<file path="config.mk">
export PLATFORM = sky130hd
export DESIGN_NAME = simd_addsub_pipe
export DESIGN_NICKNAME = d
export VERILOG_FILES = /design/src/rtl/simd_addsub_pipe_pkg.sv /design/src/rtl/simd_addsub_pipe_seg_adder.sv /design/src/rtl/simd_addsub_pipe.sv
export SDC_FILE = /design/constraint.sdc
export NUM_CORES = 1
export LEC_CHECK = 0
export CAP_MARGIN = 40
export CELL_PAD_IN_SITES_DETAIL_PLACEMENT = 0
export CELL_PAD_IN_SITES_GLOBAL_PLACEMENT = 2
export CORE_ASPECT_RATIO = 1.25
export CORE_MARGIN = 2
export CORE_UTILIZATION = 30
export CTS_CLUSTER_SIZE = 16
export DETAILED_ROUTE_END_ITERATION = 8
export PLACE_DENSITY_LB_ADDON = 0.1
export SLEW_MARGIN = 20
export SYNTH_ARGS = -nofsm -noshare
export SYNTH_HDL_FRONTEND = slang
export SYNTH_SLANG_ARGS = --single-unit
</file>
<file path="constraint.sdc">
create_clock -name clk -period 12.4 [get_ports clk]
set_input_delay 2.48 -clock clk [delete_from_list [all_inputs] [get_ports clk]]
set_output_delay 2.48 -clock clk [all_outputs]
set_load 0.01 [all_outputs]
</file>
<file path="src/rtl/simd_addsub_pipe_pkg.sv">
// Shared types and lane-geometry helper for the pipelined SIMD add/subtract unit.
package simd_pkg;

    localparam int SEG_W = 4;

    typedef enum logic {
        OP_ADD = 1'b0,
        OP_SUB = 1'b1
    } simd_op_e;

    typedef enum logic [1:0] {
        MODE_4    = 2'b00,
        MODE_8    = 2'b01,
        MODE_16   = 2'b10,
        MODE_FULL = 2'b11
    } simd_mode_e;

    // True when segment seg_idx is the lowest segment of its lane. Full-width
    // lanes start only at segment 0, which also covers 16-bit lanes on a 16-bit datapath.
    function automatic logic lane_bottom(input int unsigned seg_idx, input simd_mode_e mode);
        logic r_bottom;
        case (mode)
            MODE_4:    r_bottom = 1'b1;
            MODE_8:    r_bottom = (seg_idx[0] == 1'b0);
            MODE_16:   r_bottom = (seg_idx[1:0] == 2'b00);
            MODE_FULL: r_bottom = (seg_idx == 32'd0);
            default:   r_bottom = 1'b1;
        endcase
        return r_bottom;
    endfunction

endpackage

</file>
<file path="src/rtl/simd_addsub_pipe_seg_adder.sv">
// One 4-bit ripple segment; lanes are formed by chaining or breaking the carry between segments.
module simd_seg_adder
    import simd_pkg::*;
(
    input  logic [SEG_W-1:0] a,
    input  logic [SEG_W-1:0] b_eff,
    input  logic             cin,
    output logic [SEG_W-1:0] sum,
    output logic             cout
);

    assign {cout, sum} = {1'b0, a} + {1'b0, b_eff} + {{SEG_W{1'b0}}, cin};

endmodule

</file>
<file path="src/rtl/simd_addsub_pipe.sv">
// Two-stage SIMD add/subtract with per-lane carry flags and valid/ready backpressure.
// Optional unsigned per-lane saturation is enabled by defining SIMD_SATURATE_EN.
module simd_addsub_pipe
    import simd_pkg::*;
#(
    parameter int DATA_W = 32
) (
    input  logic                    clk,
    input  logic                    rst,
    input  logic                    in_valid,
    output logic                    in_ready,
    input  logic [DATA_W-1:0]       in_a,
    input  logic [DATA_W-1:0]       in_b,
    input  logic                    in_op,
    input  logic [1:0]              in_mode,
    output logic                    out_valid,
    input  logic                    out_ready,
    output logic [DATA_W-1:0]       out_res,
    output logic [DATA_W/SEG_W-1:0] out_carry
);

    localparam int N_SEG = DATA_W / SEG_W;

    logic              r_s1_valid;
    logic [DATA_W-1:0] r_s1_a;
    logic [DATA_W-1:0] r_s1_b;
    simd_op_e          r_s1_op;
    simd_mode_e        r_s1_mode;

    logic              r_s2_valid;
    logic [DATA_W-1:0] r_s2_res;
    logic [N_SEG-1:0]  r_s2_carry;

    logic              w_s2_adv;
    logic              w_s1_adv;
    logic              w_sub;
    logic [DATA_W-1:0] w_b_eff;
    logic [DATA_W-1:0] w_sum;
    logic [DATA_W-1:0] w_res;
    logic [N_SEG-1:0]  w_carry;

    assign w_s2_adv = !r_s2_valid || out_ready;
    assign w_s1_adv = w_s2_adv;
    assign in_ready = !r_s1_valid || w_s1_adv;

    assign w_sub   = (r_s1_op == OP_SUB);
    assign w_b_eff = w_sub ? ~r_s1_b : r_s1_b;

    // Each segment is its own generate scope so the carry chain is a set of scalars.
    for (genvar g = 0; g < N_SEG; g++) begin : g_seg
        logic w_bottom;
        logic w_top;
        logic w_cin;
        logic w_cout;
        logic w_lane_c;

        assign w_bottom = lane_bottom(g, r_s1_mode);

        if (g == 0) begin : g_cin0
            assign w_cin = w_sub;
        end else begin : g_cinn
            assign w_cin = w_bottom ? w_sub : g_seg[g-1].w_cout;
        end

        if (g == N_SEG - 1) begin : g_toplast
            assign w_top    = 1'b1;
            assign w_lane_c = w_cout;
        end else begin : g_topn
            assign w_top    = g_seg[g+1].w_bottom;
            assign w_lane_c = w_top ? w_cout : g_seg[g+1].w_lane_c;
        end

        simd_seg_adder u_seg (
            .a     (r_s1_a[g*SEG_W +: SEG_W]),
            .b_eff (w_b_eff[g*SEG_W +: SEG_W]),
            .cin   (w_cin),
            .sum   (w_sum[g*SEG_W +: SEG_W]),
            .cout  (w_cout)
        );

        assign w_carry[g] = w_top & w_cout;

`ifdef SIMD_SATURATE_EN
        // w_lane_c is the carry out of this segment's lane: overflow for add, no-borrow for subtract.
        assign w_res[g*SEG_W +: SEG_W] =
            (!w_sub &&  w_lane_c) ? {SEG_W{1'b1}} :
            ( w_sub && !w_lane_c) ? {SEG_W{1'b0}} :
                                    w_sum[g*SEG_W +: SEG_W];
`else
        assign w_res[g*SEG_W +: SEG_W] = w_sum[g*SEG_W +: SEG_W];
`endif
    end

    // Stage 1: capture operands whenever the stage can take a new beat.
    always_ff @(posedge clk) begin
        if (rst) begin
            r_s1_valid <= 1'b0;
            r_s1_a     <= {DATA_W{1'b0}};
            r_s1_b     <= {DATA_W{1'b0}};
            r_s1_op    <= OP_ADD;
            r_s1_mode  <= MODE_4;
        end else if (in_ready) begin
            r_s1_valid <= in_valid;
            if (in_valid) begin
                r_s1_a    <= in_a;
                r_s1_b    <= in_b;
                r_s1_op   <= simd_op_e'(in_op);
                r_s1_mode <= simd_mode_e'(in_mode);
            end
        end
    end

    // Stage 2: register result and flags; holds while the consumer stalls.
    always_ff @(posedge clk) begin
        if (rst) begin
            r_s2_valid <= 1'b0;
            r_s2_res   <= {DATA_W{1'b0}};
            r_s2_carry <= {N_SEG{1'b0}};
        end else if (w_s2_adv) begin
            r_s2_valid <= r_s1_valid;
            if (r_s1_valid) begin
                r_s2_res   <= w_res;
                r_s2_carry <= w_carry;
            end
        end
    end

    assign out_valid = r_s2_valid;
    assign out_res   = r_s2_res;
    assign out_carry = r_s2_carry;

endmodule
</file>
==> results.py <==
metrics = {
    "run_status": {
        "status": "completed",
    },
    "timing": {
        "rsz0062_at_grt": "false",
        "fmax_ghz": 0.0957,
        "tightest_slew_ns": 0.727,
        "min_period_ns": 10.45,
        "period_share_pct": 84.3,
        "finalSetupViolCount": 0,
        "tns_ns": 0,
        "hold_viol_final": 0,
        "slew_violations": 0,
        "finClkSkew_ns": 0.00987,
        "slew_headroom_pct": 51.5,
    },
    "critical_path": {
        "cp_common_cell": "fa_1",
        "critPathLaunchType": "register",
        "arrival_ns": 10.75,
        "reg2reg_depth": 47,
        "cp.required_ns": 12.69,
        "path_class": "reg2reg",
        "slowest_stage": "buf_4",
        "cp.buffers_inverters": 3,
        "endpoint_kind": "register",
        "cp-startpoint": "g_seg[0].w_cin",
        "critPathTopFamily": "adder cells",
        "cpPeakStageDelay_ns": 0.44,
        "cp_max_fo": 29,
        "cp.depth": 47,
        "crit-reg2reg-launch": "g_seg[0].w_cin",
    },
    "synthesis": {
        "synthCells": 628,
        "synth-seq-area-share_pct": 41.1,
        "yosysTopAreaCellShare_pct": 41.1,
        "synth_ff_type": "dfxtp_1",
        "avgSynthCellArea_sq_um": 8.45,
        "synth_edf_count": 0,
        "syn_nets": 738,
        "syn-cell-area_sq_mm": 0.00530,
        "synth_seq_cells": 109,
        "ys.warnings.count": 0,
        "yosysTopAreaCell": "dfxtp_1",
        "async_flop_share_pct": 0,
        "synth_area_leaders": "dfxtp_1, nand2_1, a21oi_1, fa_1, ha_1",
        "synth_cell_types": 38,
    },
    "clock_network": {
        "cts_max_path_buffers": 2,
        "cts_setup_buffers": 0,
        "cts.sinks": 109,
        "cts_buffers": 9,
        "clkTransAtPathRegs_ns": 0.07,
        "cts_resized": 0,
        "hold_buffers": 0,
        "clk_latency_ns": 0.36,
        "root_buffer": "clkbuf_16",
        "htreeDepth": 3,
        "tritoncts": "built",
    },
    "placement": {
        "gp_congestion": 0.781,
        "portBuffers": 112,
        "dp_hpwl_um": 10000,
        "dpl.cell_count": 931,
    },
    "cells_and_area": {
        "final_cells": 947,
        "num_antenna_cells": 0,
        "drive_gt1_share_pct": 3.87,
        "area_growth_pct": 29.7,
        "final_nets": 828,
    },
    "floorplanning": {
        "start_util_pct": 30.5,
        "die-area_sq_mm": 0.0188,
        "placeableCoreArea_sq_mm": 0.0174,
        "ios": 113,
        "rows": 54,
        "die_x_um": 123,
        "fp.dieH_um": 153,
    },
    "pwr": {
        "combPwrFrac_pct": 18.7,
        "p_sw_share_pct": 27.5,
        "pwr_density_cell_mw_per_mm2": 122,
        "peakVddDrop_v": 0.0000741,
        "p_leak_nw": 2.66,
        "p_seq_share_pct": 46.2,
        "power_frac_clock_pct": 35.1,
        "net-switching-power_mw": 0.231,
        "intPower_mw": 0.609,
    },
    "hold_path": {
        "hp-class": "reg2reg",
        "whs_path_depth": 2,
        "worstHoldStart": "out_carry[1]",
    },
    "run": {
        "cap_violations": 0,
    },
    "route": {
        "ant_nets": 0,
        "drcViolationCount": 0,
        "firstDrtPassIters": 4,
        "vias_per_cell": 4.70,
        "wl_um": 14200,
        "via_count": 4450,
        "wl_per_cell_um": 15.0,
        "dr.first_iter.drc_count": 183,
    },
    "global_routing": {
        "grt_max_degree": 68,
        "grt_pass1_wl_um": 23100,
        "first_global_vias": 4567,
        "grt_use_total_pct": 15.7,
        "antenna_found_initial": 0,
        "overflow": 0,
    },
}
metrics by stage:
| step | setup WS (ns) | hold slack, ns | total power [mW] | cell area, sq um | utilization, % |
|---|---|---|---|---|---|
| floorplan | 2.93 | 0.436 | 0.487 | 5300 | - |
| global placement | 2.14 | 0.449 | 0.554 | 6560 | 37.8 |
| detailed placement | 1.93 | 0.449 | 0.556 | 6580 | 37.9 |
| CTS | 1.86 | 0.459 | 0.852 | 6880 | 39.6 |
| global route | 1.13 | 0.475 | 0.885 | 6880 | 39.6 |
| finish | 1.95 | 0.459 | 0.839 | 6880 | 39.6 |
flip-flops by register name (all words and copies together) (netlist names):
name         count
out_carry        8
g_seg.w_cin      1
r_s1_b          32
r_s1_a          32
r_s1_valid       1
out_valid        1
r_s1_mode        2
out_res         32
placed cells by master (no fill, tap or decap), drive strengths merged, types with 8 or more instances in the layout:
master	Yosys	routed
a211oi	16	16
nor3b	13	13
nor2b	8	8
o21ai	12	12
nor2	22	22
ha	24	24
buf	30	9
xor2	25	25
clkbuf	11	11
fa	15	15
clkdlybuf4s50	0	111
xnor2	15	15
dfxtp	109	109
a21oi	91	91
nand2	163	163
inv	27	27
routing by layer:
| metal | part of all wire, % | global-route usage, % |
|---|---|---|
| met1 | 45 | 19.5 |
| met2 | 49 | 26.8 |
| met3 | 4.1 | 2.54 |
| met4 | 1.9 | 6.19 |
| met5 | 0 | 0 |
synthesized netlist by cell type, drive strengths merged (2+ instances only):
master   instances
nand3            2
ha              24
fa              15
dfxtp          109
nor2b            8
o211ai           2
nor3b           13
o21ai           12
a21boi           3
a21oi           91
xor2            25
xnor2           15
clkbuf          11
nand3b           3
buf             30
nand2          163
a21o             7
a2111oi          6
nor3             2
a311o            7
o31ai            2
nand2b           4
inv             27
nor2            22
a211oi          16
logic make-up after synthesis:
logic type	after synthesis	synth area share, %
adders and majority gates	39	11.3
muxes	1	0.189
AOI/OAI and AO/OA	148	16.7
and+or+nand+nor	223	18.2
xor gates and xnor gates	40	6.61
buffers and inverters	68	5.87
DFF	109	41.1
worst paths after layout:
path | to | slack, ns
max | out_res[31] | 1.95
min reg2reg | out_carry[1] | 0.46
max reg2reg | out_res[31] | 1.95
min | out_carry[1] | 0.46
worst register-to-register path, delay by kind of cell, from the launching register on:
kind	cells	cell delay (ns)
fa+ha+maj	14	5.12
compound gates	19	2.56
simple gates	10	1.54
buf+inv	3	0.61
flops	1	0.43
xor+xnor	1	0.15
power groups by stage:
stage | Clock, mW | Combinational [mW] | Sequential (mW)
after floorplan | 0 | 0.0922 | 0.394
after global placement | 0 | 0.157 | 0.397
after detailed placement | 0 | 0.159 | 0.397
after CTS | 0.303 | 0.161 | 0.389
after global routing | 0.317 | 0.177 | 0.391
final | 0.295 | 0.157 | 0.388
final cells by class:
class / count / area [sq um]
fill: 1782 / 10500
multi-input combinational: 451 / 2820
sequential: 109 / 2180
timing repair buffer: 120 / 1200
tap: 224 / 280
clock buffer: 11 / 233
inverter: 27 / 101
clock inverter: 5 / 61.3
Note: power is estimated with default switching activity, not from simulation.
